File: src/rtl/program_loader_pkg.sv
// Shared definitions for the program loader: FSM state encodings and state helpers.
package program_loader_pkg;

    localparam logic [2:0] LDR_IDLE  = 3'd0;
    localparam logic [2:0] LDR_LOAD  = 3'd1;
    localparam logic [2:0] LDR_WRITE = 3'd2;
    localparam logic [2:0] LDR_RUN   = 3'd3;
    localparam logic [2:0] LDR_DONE  = 3'd4;
    localparam logic [2:0] LDR_ERROR = 3'd5;

    // States in which a start pulse is honoured.
    function automatic logic ldr_can_start(input logic [2:0] st);
        return (st == LDR_IDLE) || (st == LDR_DONE) || (st == LDR_ERROR);
    endfunction

endpackage

File: src/rtl/program_loader_byte_assembler.sv
// Packs host bytes MSB-first into a word; low bytes stay zero when a word is flushed early.
module program_loader_byte_assembler #(
    parameter int WORD_SIZE = 16
) (
    input  logic                 clock,
    input  logic                 reset,
    input  logic                 clear,
    input  logic                 accept,
    input  logic                 flush,
    input  logic [7:0]           byte_in,
    output logic [WORD_SIZE-1:0] word,
    output logic                 word_complete
);

    localparam int BYTES = WORD_SIZE / 8;
    localparam int IDX_W = (BYTES > 1) ? $clog2(BYTES) : 1;

    logic [WORD_SIZE-1:0] shift_r;
    logic [IDX_W-1:0]     idx_r;
    logic [WORD_SIZE-1:0] word_s;
    logic                 complete_s;

    // Merge the incoming byte into its big-endian slot of the partial word.
    always_comb begin
        word_s = shift_r;
        for (int b = 0; b < BYTES; b++) begin
            if (idx_r == IDX_W'(b)) begin
                word_s[WORD_SIZE-1-8*b -: 8] = byte_in;
            end else begin
                word_s[WORD_SIZE-1-8*b -: 8] = shift_r[WORD_SIZE-1-8*b -: 8];
            end
        end
        complete_s = accept && (flush || (idx_r == IDX_W'(BYTES-1)));
    end

    assign word          = word_s;
    assign word_complete = complete_s;

    // Partial word and byte index; both return to zero once a word is handed off.
    always_ff @(posedge clock) begin
        if (!reset) begin
            shift_r <= {WORD_SIZE{1'b0}};
            idx_r   <= {IDX_W{1'b0}};
        end else if (clear || complete_s) begin
            shift_r <= {WORD_SIZE{1'b0}};
            idx_r   <= {IDX_W{1'b0}};
        end else if (accept) begin
            shift_r <= word_s;
            idx_r   <= idx_r + IDX_W'(1);
        end else begin
            shift_r <= shift_r;
            idx_r   <= idx_r;
        end
    end

endmodule

File: src/rtl/program_loader.sv
// Boot loader: streams a host program into memory from address 0, then runs the cpu until halt.
// Optional feature macro LOADER_WATCHDOG_EN bounds the RUN phase to WATCHDOG_CYCLES cycles.
module program_loader
    import program_loader_pkg::*;
#(
    parameter int WORD_SIZE       = 16,
    parameter int MEM_ADDR_SIZE   = 8,
    parameter int WATCHDOG_CYCLES = 4096
) (
    input  logic                     clock,
    input  logic                     reset,
    input  logic                     start,
    input  logic                     host_valid,
    input  logic [7:0]               host_data,
    input  logic                     host_last,
    output logic                     host_ready,
    output logic                     load_active,
    output logic [MEM_ADDR_SIZE-1:0] load_address,
    output logic [WORD_SIZE-1:0]     load_data,
    output logic                     load_write,
    output logic                     cpu_reset,
    output logic                     cpu_execute,
    input  logic                     cpu_halted,
    output logic [MEM_ADDR_SIZE:0]   words_loaded,
    output logic                     error,
    output logic [2:0]               state
);

    localparam logic [MEM_ADDR_SIZE-1:0] ADDR_MAX = {MEM_ADDR_SIZE{1'b1}};

    logic [2:0]           next_s;
    logic                 start_take_s;
    logic                 accept_s;
    logic                 word_done_s;
    logic [WORD_SIZE-1:0] word_s;
    logic                 last_r;
    logic                 wd_expired_s;

    // host_ready is only ever high in LOAD, so it alone qualifies acceptance.
    assign accept_s     = host_valid && host_ready;
    assign start_take_s = start && ldr_can_start(state);

    program_loader_byte_assembler #(
        .WORD_SIZE(WORD_SIZE)
    ) u_assembler (
        .clock        (clock),
        .reset        (reset),
        .clear        (start_take_s),
        .accept       (accept_s),
        .flush        (host_last),
        .byte_in      (host_data),
        .word         (word_s),
        .word_complete(word_done_s)
    );

`ifdef LOADER_WATCHDOG_EN
    localparam int WD_W = $clog2(WATCHDOG_CYCLES + 1);
    logic [WD_W-1:0] wd_r;

    // Counts RUN cycles; held at zero in every other state so it restarts on RUN entry.
    always_ff @(posedge clock) begin
        if (!reset) begin
            wd_r <= {WD_W{1'b0}};
        end else if (state == LDR_RUN) begin
            wd_r <= wd_r + WD_W'(1);
        end else begin
            wd_r <= {WD_W{1'b0}};
        end
    end

    assign wd_expired_s = (state == LDR_RUN) && (wd_r == WD_W'(WATCHDOG_CYCLES - 1));
`else
    assign wd_expired_s = 1'b0;
`endif

    // Next-state decision for the loader FSM.
    always_comb begin
        next_s = state;
        case (state)
            LDR_IDLE, LDR_DONE, LDR_ERROR: begin
                if (start) next_s = LDR_LOAD;
                else       next_s = state;
            end
            LDR_LOAD: begin
                if (word_done_s) next_s = LDR_WRITE;
                else             next_s = LDR_LOAD;
            end
            LDR_WRITE: begin
                if (last_r)                      next_s = LDR_RUN;
                else if (load_address == ADDR_MAX) next_s = LDR_ERROR;
                else                             next_s = LDR_LOAD;
            end
            LDR_RUN: begin
                if (cpu_halted)        next_s = LDR_DONE;
                else if (wd_expired_s) next_s = LDR_ERROR;
                else                   next_s = LDR_RUN;
            end
            default: next_s = LDR_IDLE;
        endcase
    end

    // State, outputs decoded from the next state, and the address/word bookkeeping.
    always_ff @(posedge clock) begin
        if (!reset) begin
            state        <= LDR_IDLE;
            host_ready   <= 1'b0;
            load_active  <= 1'b0;
            load_write   <= 1'b0;
            load_address <= {MEM_ADDR_SIZE{1'b0}};
            load_data    <= {WORD_SIZE{1'b0}};
            cpu_reset    <= 1'b1;
            cpu_execute  <= 1'b0;
            words_loaded <= {(MEM_ADDR_SIZE+1){1'b0}};
            error        <= 1'b0;
            last_r       <= 1'b0;
        end else begin
            state       <= next_s;
            host_ready  <= (next_s == LDR_LOAD);
            load_active <= (next_s == LDR_LOAD) || (next_s == LDR_WRITE);
            load_write  <= (next_s == LDR_WRITE);
            cpu_execute <= (next_s == LDR_RUN);
            cpu_reset   <= (next_s != LDR_RUN) && (next_s != LDR_DONE);
            error       <= (next_s == LDR_ERROR);
            if (start_take_s) begin
                load_address <= {MEM_ADDR_SIZE{1'b0}};
                words_loaded <= {(MEM_ADDR_SIZE+1){1'b0}};
                last_r       <= 1'b0;
            end else if ((state == LDR_LOAD) && word_done_s) begin
                load_data <= word_s;
                last_r    <= host_last;
            end else if (state == LDR_WRITE) begin
                words_loaded <= words_loaded + (MEM_ADDR_SIZE+1)'(1);
                // The top address is terminal: either the program ends there or it overflows.
                if (load_address != ADDR_MAX) begin
                    load_address <= load_address + MEM_ADDR_SIZE'(1);
                end else begin
                    load_address <= load_address;
                end
            end else begin
                load_address <= load_address;
                words_loaded <= words_loaded;
            end
        end
    end

endmodule

File: config.mk
export PLATFORM = sky130hd
export DESIGN_NAME = program_loader
export DESIGN_NICKNAME = d
export VERILOG_FILES = /design/src/rtl/program_loader_pkg.sv /design/src/rtl/program_loader_byte_assembler.sv /design/src/rtl/program_loader.sv
export SDC_FILE = /design/constraint.sdc
export NUM_CORES = 1
export LEC_CHECK = 0
export ABC_CLOCK_PERIOD_IN_PS = 2900
export CAP_MARGIN = 20
export CORE_MARGIN = 2
export CORE_UTILIZATION = 54
export DETAILED_ROUTE_END_ITERATION = 7
export PLACE_DENSITY = 0.85
export SLEW_MARGIN = 20
export SYNTH_ARGS = -nofsm -noshare
export SYNTH_HDL_FRONTEND = slang
export SYNTH_SLANG_ARGS = --single-unit
export TNS_END_PERCENT = 20
File: constraint.sdc
create_clock -name clock -period 2.9 [get_ports clock]
set_input_delay 0.29 -clock clock [delete_from_list [all_inputs] [get_ports clock]]
set_output_delay 0.29 -clock clock [all_outputs]
set_load 0.01 [all_outputs]
Yosys cells after proc, flatten, opt, wreduce, memory -nomap -nowiden
Cells that the tools add are included.
{"block": "word_totals", "regBits": 60, "input_bits": 14, "output_inout_bits": 42, "word_cells": 57}
{"block": "op_classes", "n_addsub": 3, "n_eq_ne": 13, "n_mux": 8, "bitwise_logic": 3, "n_reduce_logical": 17}
{"operator": "two-way mux 8 bit", "n": 2}
{"operator": "== test 3 x 2 -> 1 bit, second input constant", "n": 4}
{"operator": "two-way mux 3 bit", "n": 4}
{"operator": "case mux 3 bit (4 select lines)", "n": 1}
{"operator": "adder 9 x 1 -> 9 bit, second input constant", "n": 1}
{"operator": "== test 3 bit, second input constant", "n": 3}
{"operator": "adder 8 x 1 -> 8 bit, second input constant", "n": 1}
{"operator": "== test 8 bit, second input constant", "n": 1}
{"operator": "!= test 8 bit, second input constant", "n": 1}
{"operator": "== test 3 x 1 -> 1 bit, second input constant", "n": 2}
{"operator": "logical AND 1 bit", "n": 5}
{"operator": "logical OR 1 bit", "n": 5}
{"operator": "AND reduction 2 bit", "n": 2}
{"operator": "OR reduction 2 bit", "n": 2}
{"operator": "logical NOT 3 bit", "n": 1}
{"operator": "!= test 3 x 2 -> 1 bit, second input constant", "n": 1}
{"operator": "!= test 3 bit, second input constant", "n": 1}
{"operator": "NOT 1 bit", "n": 3}
{"operator": "AND reduction 3 bit", "n": 1}
{"operator": "OR reduction 3 bit", "n": 1}
{"operator": "two-way mux 2 bit", "n": 1}
{"operator": "adder 1 bit, second input constant", "n": 1}

Logic depth before layout (Yosys ltp)
{"block": "logic_depth", "word_depth": 6, "ltp_mapped": 7, "mapped_depth_nobuf": 5}

By module
From an unflattened synthesis, not the netlist that was laid out.
{"block": "unflattened", "hier_cells": 276, "hier_area_um2": 2567.5}
{"mod": "program_loader", "n_inst": 1, "cells_per_inst": 199, "area_each_um2": 1796.7, "seq_area_each_um2": 860.8}
{"mod": "program_loader_byte_assembler", "n_inst": 1, "cells_per_inst": 77, "area_each_um2": 770.7, "seq_area_each_um2": 340.3}

Worst setup path before layout
Ideal clock, no wire load.
{"block": "synth_timing", "kind": "reg-to-reg", "start": "reg load_address[0]", "end": "reg error", "setup_time_ns": 0.073, "arrival_ns": 1.629, "required_time_ns": 2.827, "slack_ns": 1.199, "stages_incl_launch_ff": 6, "path_buffers": 0, "period_less_slack_ns": 1.701, "path_cell_list": "dfxtp_1 ha_1 nand4_2 or2_2 o41ai_2 nor3b_2"}
{"block": "synth_via", "elab_chain_len": 5}
{"item": "start: declaration", "line": "program_loader.sv:18", "source": "output logic [MEM_ADDR_SIZE-1:0] load_address,"}
{"item": "start signal: assignment", "line": "program_loader.sv:109", "source": "load_address <= {MEM_ADDR_SIZE{1'b0}};"}
{"item": "start signal: assignment", "line": "program_loader.sv:125", "source": "load_address <= {MEM_ADDR_SIZE{1'b0}};"}
{"item": "start signal: assignment", "line": "program_loader.sv:135", "source": "load_address <= load_address + MEM_ADDR_SIZE'(1);"}
{"item": "== test 8 bit", "line": "program_loader.sv:90", "source": "else if (load_address == ADDR_MAX) next_s = LDR_ERROR;"}
{"item": "two-way mux 3 bit", "line": "program_loader.sv:90"}
{"item": "two-way mux 3 bit", "line": "program_loader.sv:89", "source": "if (last_r) next_s = LDR_RUN;"}
{"item": "case mux 3 bit (4 select lines)", "line": "program_loader.sv:79", "source": "case (state)"}
{"item": "== test 3 bit", "line": "program_loader.sv:123", "source": "error <= (next_s == LDR_ERROR);"}
{"item": "end signal: assignment", "line": "program_loader.sv:123"}
{"item": "end: declaration", "line": "program_loader.sv:25", "source": "output logic error,"}
Every way passes these cells.
A chain may end at the register's enable or synchronous reset.

Worst setup path in the final report
{"block": "layout_timing", "start": "reg state[0]", "end": "reg u_assembler.shift_r[13]"}
{"block": "layout_via", "elab_chain_len": 6, "elab_cells_between_ends": 8, "cone_classes": "eq/ne (2); reduce/logical (6)"}
{"item": "start: declaration", "line": "program_loader.sv:26", "source": "output logic [2:0] state"}
{"item": "start signal: assignment", "line": "program_loader.sv:117", "source": "state <= next_s;"}
{"item": "== test 3 bit / logical NOT 3 bit (equally long branches)", "line": "program_loader_pkg.sv:13", "source": "return (st == LDR_IDLE) || (st == LDR_DONE) || (st == LDR_ERROR);"}
{"item": "logical OR 1 bit", "line": "program_loader_pkg.sv:13"}
{"item": "logical OR 1 bit (*)", "line": "program_loader_pkg.sv:13"}
{"item": "logical AND 1 bit (*)", "line": "program_loader.sv:41", "source": "assign start_take_s = start && ldr_can_start(state);"}
{"item": "logical OR 1 bit (*)", "line": "program_loader_byte_assembler.sv:44", "source": "end else if (clear || complete_s) begin"}
{"item": "OR reduction 2 bit (no source line) (*)"}
{"item": "end signal: assignment", "line": "program_loader_byte_assembler.sv:42", "source": "shift_r <= {WORD_SIZE{1'b0}};"}
{"item": "end signal: assignment", "line": "program_loader_byte_assembler.sv:45", "source": "shift_r <= {WORD_SIZE{1'b0}};"}
{"item": "end signal: assignment", "line": "program_loader_byte_assembler.sv:48", "source": "shift_r <= word_s;"}
{"item": "end: declaration", "line": "program_loader_byte_assembler.sv:18", "source": "logic [WORD_SIZE-1:0] shift_r;"}
Mark *: on every way between the ends. The rest lies on a longest branch, timed or not.

==> flow_summary.yaml <==
layout:
  fillers: 348
  postLayoutCellArea_um2: 3300
  syn_to_final_growth_pct: 29.9
  fin_nets: 325
  diodes: 0
  drive_gt1_share_pct: 8.63
  multiInputGateArea_um2: 1270
  seqCellArea_um2: 1200
placed_design:
  pre_cts_slack_ns: 0.571
  dpl_cell_area_um2: 3110
  portBuffers: 55
  dp_hpwl_mm: 3.41
  gp_congestion: 0.875
clock_network:
  postCtsHoldBufs: 0
  cts_resized: 0
  htreeDepth: 3
  clock_sinks: 60
  root_buffer: "clkbuf_8"
  clk_pin_slew_ns: 0.06
  cts_tree: "done"
  post_cts_buffers: 0
  clk_latency_ns: 0.33
  clock_path_buffers: 2
  cts-buffers-inserted: 9
setup_path:
  arrival_ns: 2.30
  startpoint_type: "flop"
  path_delay_family: "simple AND/OR/NAND/NOR gates"
  end_kind: "flop"
  cp_slowest_cell: "o21ai_2"
  worstSetupPathType: "reg2reg"
  r2r_cells: 4
  crit_chain: "nor2b_1, o21ai_2, nand2b_1, nor2_1"
  slowest_delay_ns: 0.61
  worst-path-stages: 4
  crit_fanout: 19
  path_buf_inv: 0
  worstPathRequired_ns: 3.09
synthesis:
  ys.flop_type: "dfxtp_1"
  post-synth-top-count-cell: "dfxtp_1"
  synth-edff-count: 0
  synth_seq_area_share_pct: 47.3
  synth_top_area_share_pct: 47.3
  synth_nets: 270
  avgSynthCellArea_um2: 9.99
  ys_async_sr_fraction_pct: 0
  synth_warnings: 0
  syn_area_um2: 2540
  ys_ff_latch: 60
  yosys-top-cells-area: "dfxtp_1, mux2i_1, o211a_1"
  synth_cell_types: 38
  yosys-top-cells-count: "dfxtp_1, mux2i_1, nor2_1"
  syn-instance-count: 254
  synth_top_cell_by_area: "dfxtp_1"
run_status:
  status: "finished, final reports clean"
sta:
  setup_ws_ns: 0.783
  setup_violations: 0
  skew_ns: 0.00833
  drv_slew: 0
  rsz0062_at_grt: "false"
  clock.fmax_ghz: 0.472
  period_share_pct: 73.0
  hold_viol_final: 0
  tightestPinTransition_ns: 0.731
  fin_hold_ws_ns: 0.498
  final.min_clock_period_ns: 2.12
  tns_ns: 0
  max_slew_margin_pct: 51.3
grt:
  grt_usage_pct: 20.5
  grt_max_degree: 40
  grt_first_pass_wirelength_mm: 8.22
  grt_busiest_layer: "met2"
  grt_pass1_vias: 1793
  grt-ovfl-total: 0
  antenna_found_initial: 0
  use_met3_pct: 7.78
  grtUsageMet1_pct: 24.8
  grt_use_met2_pct: 33.0
hold_path:
  hold_class: "reg2reg"
  hold_depth: 1
floorplan:
  io_pins: 56
  die_h_um: 72.6
  initial_core_util_pct: 57.1
  die_w_um: 72.6
  rows: 24
  fp.dieArea_um2: 5270
  core_um2: 4440
power_and_ir_drop:
  power.leakage_nw: 1.43
  ir_drop_v: 0.000293
  power_density_nw_per_um2: 505
detailed_routing:
  drtPass1Iterations: 4
  ant_nets: 0
  drt_iter0_drc: 98
  wl_per_cell_um: 13.9
  viasPerCell: 5.45
  drc: 0
  via_count: 1990
  wl_mm: 5.09
flow_run:
  max_cap_violations: 0
final cells by class:
type	count	area share (%)
timing repair buffer	58	17.4
sequential	60	36.4
tap	52	1.97
clock buffer	14	5.54
multi-input combinational	180	38.5
clock inverter	1	0.152
state kept, by name (all words and copies together) (netlist names), 3 cells and up:
signal / flops
load_data: 16
state: 3
load_address: 8
words_loaded: 9
u_assembler.shift_r: 16
metrics by stage:
stage / total power [W] / cells / utilization (%)
5_1_grt: 0.00172 / 365 / 74.2
2_1_floorplan: 0.000932 / 254 / -
6_report: 0.00167 / 365 / 74.2
3_5_place_dp: 0.000985 / 350 / 70.0
4_1_cts: 0.00168 / 365 / 74.2
3_3_place_gp: 0.000983 / 350 / 70.0
power breakdown:
group / switching, W / leakage (nW) / internal (W) / total, W
registers: 0.0000126 / 0.485 / 0.000838 / 0.000850
logic: 0.0000569 / 0.849 / 0.0000600 / 0.000117
clock network: 0.000302 / 0.0986 / 0.000398 / 0.000700
routing by layer:
layer,wire (um),vias to the layer above,share of wire [%]
met3,231,6,4.5
met2,2430,48,48
li1,-,1005,-
met5,0,-,0
met4,49,0,0.96
met1,2380,931,47
layout by cell type (no fill, tap or decap), types with 4 or more instances in the layout:
cell             Yosys  layout
dfxtp_1             60      60
o21ai_0              5       5
clkbuf_8             0      13
o211a_1             16      16
nand2_1             25      25
nor2_1              34      34
mux2i_1             36      36
xor2_1               6       6
nor3_1               6       6
o211ai_1             4       4
a21oi_1              5       5
clkdlybuf4s50_1      0      55
xnor2_1              5       5
final timing paths:
path	slack (ns)	endpoint	from
worst min-delay path	0.50	load_data[1]	load_data[1]
worst min register to register	0.50	load_data[1]	load_data[1]
worst max-delay path	0.78	u_assembler.shift_r[13]	state[0]
worst max register to register	0.78	u_assembler.shift_r[13]	state[0]
cells by family after synthesis:
kind of cell / synth area share [%]
xor gates and xnor gates: 3.79
buffers and inverters: 2.81
AOI/OAI and AO/OA: 12.2
adders and majority gates: 0.986
DFF: 47.3
muxes: 14.2
and+or+nand+nor: 18.7
Power figures use the tool's default switching activity.
